<file path="config.mk">
export PLATFORM = sky130hd
export DESIGN_NAME = bram_frame_ctrl
export DESIGN_NICKNAME = d
export VERILOG_FILES = /design/src/rtl/bram_frame_pkg.sv /design/src/rtl/bram_rd_fifo.sv /design/src/rtl/bram_frame_ctrl.sv
export SDC_FILE = /design/constraint.sdc
export NUM_CORES = 1
export LEC_CHECK = 0
export CORE_ASPECT_RATIO = 1.1
export CORE_MARGIN = 5
export CORE_UTILIZATION = 35
export DETAILED_ROUTE_END_ITERATION = 12
export PLACE_DENSITY = 0.63
export SYNTH_ARGS = -nofsm -noshare
export SYNTH_HDL_FRONTEND = slang
export SYNTH_SLANG_ARGS = --single-unit
</file>
<file path="constraint.sdc">
create_clock -name iClk -period 3 [get_ports iClk]
set_input_delay 0.6 -clock iClk [delete_from_list [all_inputs] [get_ports iClk]]
set_output_delay 0.6 -clock iClk [all_outputs]
set_load 0.05 [all_outputs]
</file>
<file path="src/rtl/bram_frame_pkg.sv">
// rtl/bram_frame_pkg.sv - shared types and constants for the frame BRAM sequencer
// Purpose: FSM state encoding, default frame geometry, BRAM read latency and
// the clogb2 helper used to size BRAM addresses.
// Ports: none (package).
package bram_frame_pkg;

  localparam int FRAME_RAM_WIDTH    = 8;
  localparam int FRAME_RAM_DEPTH    = 640 * 480;
  localparam int FRAME_READ_LATENCY = 2;

  typedef enum logic [1:0] {
    S_IDLE  = 2'd0,
    S_WRITE = 2'd1,
    S_READ  = 2'd2,
    S_DRAIN = 2'd3
  } state_t;

  // Number of bits needed to represent 'depth' (0 for 0).
  function automatic int clogb2(input int depth);
    int d;
    int n;
    d = depth;
    n = 0;
    while (d > 0) begin
      n++;
      d = d >> 1;
    end
    return n;
  endfunction

endpackage

</file>
<file path="src/rtl/bram_rd_fifo.sv">
// rtl/bram_rd_fifo.sv - small output FIFO absorbing BRAM read latency
// Purpose: DEPTH x WIDTH synchronous FIFO; head and count come straight from
// registers so the downstream stream is glitch-free.
// Ports:
//   clk, rst_n      clock, asynchronous active-low reset
//   flush           synchronous clear of all entries
//   push, push_data write one entry
//   pop             remove the head entry (ignored when empty)
//   head            current head entry
//   not_empty       head is valid
//   count           number of stored entries
module bram_rd_fifo #(
  parameter int WIDTH = 9,
  parameter int DEPTH = 4,
  parameter int CNT_W = $clog2(DEPTH + 1)
) (
  input  logic             clk,
  input  logic             rst_n,
  input  logic             flush,
  input  logic             push,
  input  logic [WIDTH-1:0] push_data,
  input  logic             pop,
  output logic [WIDTH-1:0] head,
  output logic             not_empty,
  output logic [CNT_W-1:0] count
);

  localparam int PTR_W = (DEPTH > 1) ? $clog2(DEPTH) : 1;

  logic [WIDTH-1:0] mem [DEPTH];
  logic [PTR_W-1:0] wr_ptr;
  logic [PTR_W-1:0] rd_ptr;
  logic             do_push;
  logic             do_pop;

  function automatic logic [PTR_W-1:0] next_ptr(input logic [PTR_W-1:0] p);
    return (p == PTR_W'(DEPTH - 1)) ? '0 : p + 1'b1;
  endfunction

  assign do_pop    = pop && (count != '0);
  assign do_push   = push && ((count != CNT_W'(DEPTH)) || do_pop);
  assign head      = mem[rd_ptr];
  assign not_empty = (count != '0);

  always_ff @(posedge clk or negedge rst_n) begin
    if (!rst_n) begin
      wr_ptr <= '0;
      rd_ptr <= '0;
      count  <= '0;
      for (int i = 0; i < DEPTH; i++) mem[i] <= '0;
    end else if (flush) begin
      wr_ptr <= '0;
      rd_ptr <= '0;
      count  <= '0;
    end else begin
      if (do_push) begin
        mem[wr_ptr] <= push_data;
        wr_ptr      <= next_ptr(wr_ptr);
      end
      if (do_pop) rd_ptr <= next_ptr(rd_ptr);
      count <= count + CNT_W'(do_push) - CNT_W'(do_pop);
    end
  end

endmodule

</file>
<file path="src/rtl/bram_frame_ctrl.sv">
// rtl/bram_frame_ctrl.sv - frame write/read sequencer for a dual-port frame BRAM
// Purpose: writes one frame from a valid/ready stream into port A, and on
// command scans port B and emits a backpressured pixel stream.
// Ports:
//   iClk, iRst_n                 clock, asynchronous active-low reset
//   iStartWr, iStartRd, iAbort   control pulses
//   iWrValid/oWrReady, iWrData   write pixel stream
//   oRdValid/iRdReady, oRdData, oRdLast  read pixel stream
//   oWrDone, oRdDone, oBusy      status
//   oEnA, oWeA, oAddrA, oDinA    BRAM port A (write)
//   oEnB, oRegceB, oAddrB, iDoutB  BRAM port B (read)
module bram_frame_ctrl
  import bram_frame_pkg::*;
#(
  parameter int RAM_WIDTH    = FRAME_RAM_WIDTH,
  parameter int RAM_DEPTH    = FRAME_RAM_DEPTH,
  parameter int ADDR_W       = clogb2(RAM_DEPTH - 1),
  parameter int READ_LATENCY = FRAME_READ_LATENCY,
  parameter int FIFO_DEPTH   = 4
) (
  input  logic                 iClk,
  input  logic                 iRst_n,
  input  logic                 iStartWr,
  input  logic                 iStartRd,
  input  logic                 iAbort,
  input  logic                 iWrValid,
  output logic                 oWrReady,
  input  logic [RAM_WIDTH-1:0] iWrData,
  output logic                 oRdValid,
  input  logic                 iRdReady,
  output logic [RAM_WIDTH-1:0] oRdData,
  output logic                 oRdLast,
  output logic                 oWrDone,
  output logic                 oRdDone,
  output logic                 oBusy,
  output logic                 oEnA,
  output logic                 oWeA,
  output logic [ADDR_W-1:0]    oAddrA,
  output logic [RAM_WIDTH-1:0] oDinA,
  output logic                 oEnB,
  output logic                 oRegceB,
  output logic [ADDR_W-1:0]    oAddrB,
  input  logic [RAM_WIDTH-1:0] iDoutB
);

  localparam int                CNT_W     = $clog2(FIFO_DEPTH + 1);
  localparam logic [ADDR_W-1:0] LAST_ADDR = ADDR_W'(RAM_DEPTH - 1);

  state_t                    state;
  logic [ADDR_W-1:0]         wr_cnt;
  logic [ADDR_W-1:0]         rd_cnt;
  logic                      issue_last;   // travels with oEnB: address is the frame's last
  logic [READ_LATENCY-1:0]   vld_sr;       // marks cycles where iDoutB carries a requested pixel
  logic [READ_LATENCY-1:0]   lst_sr;
  logic [RAM_WIDTH:0]        fifo_head;
  logic [CNT_W-1:0]          fifo_count;
  logic                      fifo_push;
  logic                      pop;
  logic                      head_last;
  logic                      credit_ok;
  int                        inflight;

  assign oBusy     = (state != S_IDLE);
  assign oWrReady  = (state == S_WRITE);
  assign oRegceB   = (state == S_READ) || (state == S_DRAIN);
  assign oRdData   = fifo_head[RAM_WIDTH-1:0];
  assign oRdLast   = fifo_head[RAM_WIDTH];
  assign head_last = fifo_head[RAM_WIDTH];
  assign pop       = oRdValid && iRdReady;
  assign fifo_push = vld_sr[READ_LATENCY-1];

  // A new read may be issued only if every pixel already requested, plus this
  // one, is guaranteed a FIFO slot; the pop happening this edge frees one.
  always_comb begin
    inflight = int'(oEnB);
    for (int i = 0; i < READ_LATENCY; i++) inflight = inflight + int'(vld_sr[i]);
    credit_ok = (int'(fifo_count) + inflight - int'(pop)) < FIFO_DEPTH;
  end

  always_ff @(posedge iClk or negedge iRst_n) begin
    if (!iRst_n) begin
      state      <= S_IDLE;
      wr_cnt     <= '0;
      rd_cnt     <= '0;
      oEnA       <= 1'b0;
      oWeA       <= 1'b0;
      oAddrA     <= '0;
      oDinA      <= '0;
      oEnB       <= 1'b0;
      oAddrB     <= '0;
      issue_last <= 1'b0;
      vld_sr     <= '0;
      lst_sr     <= '0;
      oWrDone    <= 1'b0;
      oRdDone    <= 1'b0;
    end else begin
      oEnA       <= 1'b0;
      oWeA       <= 1'b0;
      oEnB       <= 1'b0;
      issue_last <= 1'b0;
      oWrDone    <= 1'b0;
      oRdDone    <= 1'b0;
      vld_sr[0]  <= oEnB;
      lst_sr[0]  <= issue_last;
      for (int i = 1; i < READ_LATENCY; i++) begin
        vld_sr[i] <= vld_sr[i-1];
        lst_sr[i] <= lst_sr[i-1];
      end
      if (iAbort) begin
        state  <= S_IDLE;
        vld_sr <= '0;
        lst_sr <= '0;
      end else begin
        case (state)
          S_IDLE: begin
            if (iStartWr) begin
              state  <= S_WRITE;
              wr_cnt <= '0;
            end else if (iStartRd) begin
              // Address 0 goes out on the start edge so the first pixel
              // is visible three cycles after the start pulse.
              state      <= (RAM_DEPTH == 1) ? S_DRAIN : S_READ;
              oEnB       <= 1'b1;
              oAddrB     <= '0;
              issue_last <= (RAM_DEPTH == 1);
              rd_cnt     <= ADDR_W'(1);
            end
          end
          S_WRITE: begin
            if (iWrValid) begin
              oEnA   <= 1'b1;
              oWeA   <= 1'b1;
              oAddrA <= wr_cnt;
              oDinA  <= iWrData;
              wr_cnt <= wr_cnt + 1'b1;
              if (wr_cnt == LAST_ADDR) begin
                state   <= S_IDLE;
                oWrDone <= 1'b1;
              end
            end
          end
          S_READ: begin
            if (credit_ok) begin
              oEnB   <= 1'b1;
              oAddrB <= rd_cnt;
              rd_cnt <= rd_cnt + 1'b1;
              if (rd_cnt == LAST_ADDR) begin
                issue_last <= 1'b1;
                state      <= S_DRAIN;
              end
            end
          end
          S_DRAIN: begin
            // The last-tagged pixel is the final one pushed, so its accept
            // implies nothing is left in flight or buffered.
            if (pop && head_last) begin
              state   <= S_IDLE;
              oRdDone <= 1'b1;
            end
          end
          default: state <= S_IDLE;
        endcase
      end
    end
  end

  bram_rd_fifo #(
    .WIDTH(RAM_WIDTH + 1),
    .DEPTH(FIFO_DEPTH),
    .CNT_W(CNT_W)
  ) u_fifo (
    .clk      (iClk),
    .rst_n    (iRst_n),
    .flush    (iAbort),
    .push     (fifo_push),
    .push_data({lst_sr[READ_LATENCY-1], iDoutB}),
    .pop      (pop),
    .head     (fifo_head),
    .not_empty(oRdValid),
    .count    (fifo_count)
  );

endmodule

</file>
# Word-level counts from Yosys, hierarchy flattened
# Cells that the tools add are included.
[word_totals]
wordCells = 129
regBits = 138
out_inout_bits = 64
[op_classes]
n_addsub = 10
eq_ne = 19
n_bitwise = 3
reduce_logical = 19
n_lt_le_gt_ge = 4
muxes = 54
[ops]
columns = ["operator", "n"]
rows = [
  ["$mux W19", 8],
  ["$pmux W19 S2", 3],
  ["$add A19 B1 Y19 const B", 2],
  ["$eq A19 B19 Y1 const B", 2],
  ["$bwmux W36", 1],
  ["$mux W2", 16],
  ["$mux W9", 3],
  ["$bmux W9 S2", 1],
  ["$demux W9 S2", 1],
  ["$mux W1", 18],
  ["$ne A2 B2 Y1 const B", 5],
  ["$reduce_bool A2 Y1", 5],
  ["$ne A3 B2 Y1 const B", 3],
  ["$ne A3 B3 Y1 const B", 3],
  ["$eq A2 B2 Y1 const B", 4],
  ["$pmux W2 S4", 1],
  ["$ge A3 B3 Y1 const B", 2],
  ["$not A2 Y3", 2],
  ["$reduce_and A6 Y1", 1],
  ["$logic_and A1 B1 Y1", 5],
  ["$lt A5 B4 Y1 const B", 1],
  ["$reduce_and A5 Y1", 1],
  ["$sub A4 B1 Y5", 1],
  ["$add A2 B1 Y2 const B", 2],
  ["other kinds (17)", 18],
]

# Depth between registers and ports, before layout
[logic_depth]
depth_word = 8
mapped_depth = 16
ltp_nobuf = 14

# Modules after synthesis
# From an unflattened synthesis, not the netlist that was laid out.
[unflattened]
cells_unflattened = 525
area_unflattened_um2 = 6438.7
[modules_own_cells]
columns = ["mod", "n_inst", "area_each_um2", "cells_per_inst", "seq_area_each_um2"]
rows = [
  ["bram_frame_ctrl", 1, 4415.5, 394, 2377.3],
  ["bram_rd_fifo", 1, 2023.2, 131, 1076.0],
]

# Worst setup path before layout
# No wires, ideal clock.
[synth_path]
path_kind = "register to register"
from = "reg u_fifo.count[1]"
to = "reg oAddrB[10]"
t_arrival_ns = 3.763
setup_time_ns = 0.067
period_less_slack_ns = 3.830
stages_incl_launch_ff = 15
required_time_ns = 2.933
n_path_buf = 1
slack_ns = -0.830
path_cell_list = "dfrtp_1 -> inv_1 -> nand3_1 -> nand2_1 -> inv_1 -> ha_1 -> fa_1 -> inv_1 -> ha_1 -> and3b_1 -> o31ai_1 -> a31oi_2 -> a211oi_4 -> buf_4 -> a22o_1"
[synth_between]
elab_chain_len = 6
[synth_rtl]
columns = ["item", "line_no", "rtl"]
rows = [
  ["start: declaration", "bram_rd_fifo.sv:25", "output logic [CNT_W-1:0] count"],
  ["start signal: assignment", "bram_rd_fifo.sv:61", "count <= count + CNT_W'(do_push) - CNT_W'(do_pop);"],
  ["$reduce_bool A3 Y1", "bram_rd_fifo.sv:43", "assign not_empty = (count != '0);"],
  ["via oRdValid", "bram_frame_ctrl.sv:29", "output logic oRdValid,"],
  ["$logic_and A1 B1 Y1", "bram_frame_ctrl.sv:69", "assign pop = oRdValid && iRdReady;"],
  ["$sub A4 B1 Y5", "bram_frame_ctrl.sv:77", "credit_ok = (int'(fifo_count) + inflight - int'(pop)) < FIFO_DEPTH;"],
  ["$lt A5 B4 Y1", "bram_frame_ctrl.sv:77", ""],
  ["$ne A2 B2 Y1 (no line)", "--", ""],
  ["$reduce_and A5 Y1 (no line)", "--", ""],
  ["end signal: assignment", "bram_frame_ctrl.sv:145", "oAddrB <= rd_cnt;"],
  ["end: declaration", "bram_frame_ctrl.sv:42", "output logic [ADDR_W-1:0] oAddrB,"],
]
# The timed path passes the listed nets, and every way through them passes these cells.
# A chain may end at the register's enable or synchronous reset.

# Worst setup path in the final report
[layout_path]
from = "reg u_fifo.count[0]"
to = "reg rd_cnt[5]"
[layout_between]
elab_chain_len = 6
[layout_rtl]
columns = ["item", "line_no", "rtl"]
rows = [
  ["branches (longest 2 deep; another with $add A3 B3 Y4)", "--", ""],
  ["$sub A4 B1 Y5 (*)", "bram_frame_ctrl.sv:77", ""],
  ["$lt A5 B4 Y1 (*)", "bram_frame_ctrl.sv:77", ""],
  ["$ne A2 B2 Y1 (no line) (*)", "--", ""],
  ["$reduce_and A5 Y1 (no line) (*)", "--", ""],
  ["end signal: assignment", "bram_frame_ctrl.sv:146", "rd_cnt <= rd_cnt + 1'b1;"],
  ["end: declaration", "bram_frame_ctrl.sv:51", "logic [ADDR_W-1:0] rd_cnt;"],
]
# Every way passes the cells marked *.

==> flow_summary.json <==
{
  "status": "finished, violations left",
  "violations": "negative setup slack",
  "r2r_slack_ns": -0.07,
  "wirelength_um": 14910,
  "layout_common_cells": "dfrtp_1, clkdlybuf4s50_1, mux2_2",
  "slew_headroom_pct": 57.18,
  "area_growth_pct": 36.82,
  "layout.nets": 694,
  "row_count": 51,
  "port-buffer-count": 86,
  "post_drt_wl_per_cell_um": 16.48,
  "period_share_pct": 102.2,
  "synth_nets": 558,
  "synthDistinctLibCells": 51,
  "hold_class": "in -> async",
  "syn-cell-area_um2": 6284,
  "mostFrequentLayoutCell": "dfrtp_1",
  "cts_max_level": 4,
  "grt_pass1_vias": 4789,
  "vdd.ir_drop.worst_mv": 0.4352,
  "grt_max_degree": 68,
  "die_x_um": 137.8,
  "initial_core_util_pct": 35.55,
  "clockBufferDepth": 2,
  "die_area_um2": 20740,
  "core_um2": 17680,
  "final.setup.worst_slack_ns": -0.06607,
  "clock.fmax_mhz": 326.2,
  "worstSetupPathType": "reg -> reg",
  "drc": 0,
  "power.switching_mw": 2.227,
  "pwr-share-comb_pct": 33.9,
  "swShare_pct": 33.58,
  "drt_first_pass_iters": 4,
  "cts.sinks": 138,
  "startpoint_type": "register",
  "ys_seq_area_share_pct": 54.96,
  "grt_pass1_wl_um": 24470,
  "ys_warn_count": 0,
  "async_reset_ff_share_pct": 100.0,
  "synthCells": 518,
  "postRouteAntennaNets": 0,
  "fin_crit_ns": 3.066,
  "num_vias": 4576,
  "drt-initial-drc-count": 233,
  "worst_ep_required_time_ns": 3.34,
  "drive_above_1_share_pct": 29.69,
  "dp_hpwl_um": 10190,
  "cts_tree": "done",
  "grt-ovfl-total": 0,
  "clk_latency_ns": 0.41,
  "ios": 87,
  "hold_buffers": 0,
  "via_per_inst": 5.056,
  "timing.rr.start": "u_fifo.count[0]",
  "die_h_um": 150.5,
  "pwr-share-clk_pct": 33.0,
  "drv_slew": 0,
  "power_frac_seq_pct": 33.1,
  "cts_root_buffer": "clkbuf_16",
  "maxCapViolations": 0,
  "place_inst": 862,
  "cp_data_arrival_time_ns": 3.41,
  "antenna_found_initial": 0,
  "tightestPinTransition_ns": 0.6423,
  "clk_pin_slew_ns": 0.06,
  "power_density_nw_per_um2": 771.2,
  "antennaDiodeCount": 0,
  "hold_viol": 0,
  "leakage_nw": 3.861,
  "stdcell_count": 905,
  "synth_edf_count": 0,
  "setup_violations": 8,
  "gp_congestion": 0.8017,
  "postPlaceCellArea_um2": 7804,
  "p_int_mw": 4.404,
  "grt_usage_pct": 14.96,
  "ys_ff_latch": 138,
  "clock_skew_ns": 0.009189,
  "cp_max_fo": 5,
  "synth_top_flop_cell": "dfrtp_1",
  "fin_util_pct": 48.64,
  "cts_buffers": 17,
  "critPathLaunch": "u_fifo.count[0]",
  "design_area_um2": 8597,
  "endpoint_kind": "register",
  "synth_area_per_cell_um2": 12.13,
  "rsz0062_at_grt": "true"
}
==> power by group through the flow <==
stage / logic, mW / clock network, mW / registers [mW]
after floorplan: 1.07 / 0 / 2.46
after global placement: 2.07 / 0 / 2.21
after detailed placement: 2.12 / 0 / 2.22
after CTS: 2.14 / 2.24 / 2.19
after global routing: 2.42 / 2.32 / 2.22
final: 2.25 / 2.19 / 2.19
==> worst max-delay path, cell delays in order, from the launching register on <==
cell	delay, ns
dfrtp_1	0.39
inv_2	0.08
nand3_4	0.09
nand2_4	0.07
inv_4	0.04
ha_4	0.20
fa_2	0.33
inv_2	0.07
ha_4	0.18
and3b_2	0.22
o31ai_4	0.19
a31o_1	0.23
o31ai_4	0.11
buf_12	0.17
or4_1	0.49
a21oi_1	0.13
==> repair_timing <==
action                     4_1_cts  5_1_grt
cloned                           0        1
setup endpoints to repair       48       40
pin swaps                        5       11
resized for setup               12       22
buffers inserted                 8        4
==> synth_stat cells, types with 3 or more instances <==
cell type	n	area [um2]
dfrtp_1	138	3453
mux2_2	63	709.4
nand2_1	41	153.9
nor2_1	31	116.4
inv_1	22	82.58
a21oi_1	20	100.1
a22o_1	18	157.7
o21ai_0	18	90.09
ha_1	15	187.7
nand3_1	14	70.07
xnor2_1	13	113.9
and3_1	12	75.07
nor3_1	10	50.05
mux4_2	9	202.7
clkbuf_1	7	26.28
xor2_1	7	61.31
o31ai_1	6	45.04
or4_1	6	45.04
buf_1	5	18.77
buf_2	5	25.02
nand2_2	5	31.28
nand4_1	5	31.28
nor2b_1	5	31.28
or3_1	5	31.28
nand2b_1	3	18.77
nor3b_1	3	22.52
==> sequential cells by signal (all words and copies together) (netlist names) <==
name / flops
oEnB: 1
oAddrB: 19
state: 2
u_fifo.rd_ptr: 2
oWrDone: 1
oWeA: 1
oRdDone: 1
issue_last: 1
u_fifo.wr_ptr: 2
wr_cnt: 19
u_fifo.count: 3
u_fifo.mem: 36
lst_sr: 2
vld_sr: 2
oDinA: 8
oAddrA: 19
rd_cnt: 19
==> cell families after synthesis <==
logic type,after synthesis,synth area share [%]
buffers and inverters,42,2.847
AOI/OAI and AO/OA,80,9.458
DFF,138,54.96
xor gates and xnor gates,20,2.788
adders and majority gates,17,3.624
muxes,72,14.52
and+or+nand+nor,149,11.81
==> path summary, 6_finish.rpt <==
check | to | cells after the start
hold reg to reg | lst_sr[1] | 1
setup / recovery | rd_cnt[5] | 15
setup reg to reg | rd_cnt[5] | 15
hold / removal | u_fifo.mem[25] | 1
min in group iClk | lst_sr[1] | 1
max in group asynchronous | vld_sr[1] | 2
==> metal layers <==
metal  vias up  track usage [%]  part of all wire [%]
li1       2140                -                     -
met1      2292            19.34                    43
met2       118            24.49                    50
met3        26            3.509                   5.3
met4         0            5.484                   2.0
met5         -                0                     0
==> area by class of cell <==
class	count	area, um2
Clock buffer	20	466.7
Clock inverter	12	161.4
Fill cell	1607	9079
Inverter	22	85.08
Multi-Input combinational cell	338	2819
Sequential cell	138	3453
Tap cell	238	297.8
Timing Repair Buffer	137	1314
==> stage by stage <==
step	setup TNS, ns	worst slack, ns	power [mW]	hold WS, ns
final	-0.2094	-0.06607	6.630	0.1726
after global routing	-3.514	-0.2045	6.956	0.2259
after CTS	-0.3109	-0.08306	6.581	0.1988
after detailed placement	-25.41	-0.7826	4.348	0.4580
after global placement	-23.89	-0.7167	4.280	0.4585
after floorplan	-4.077	-0.2016	3.535	0.3044
Note: power is estimated with default switching activity, not from simulation.
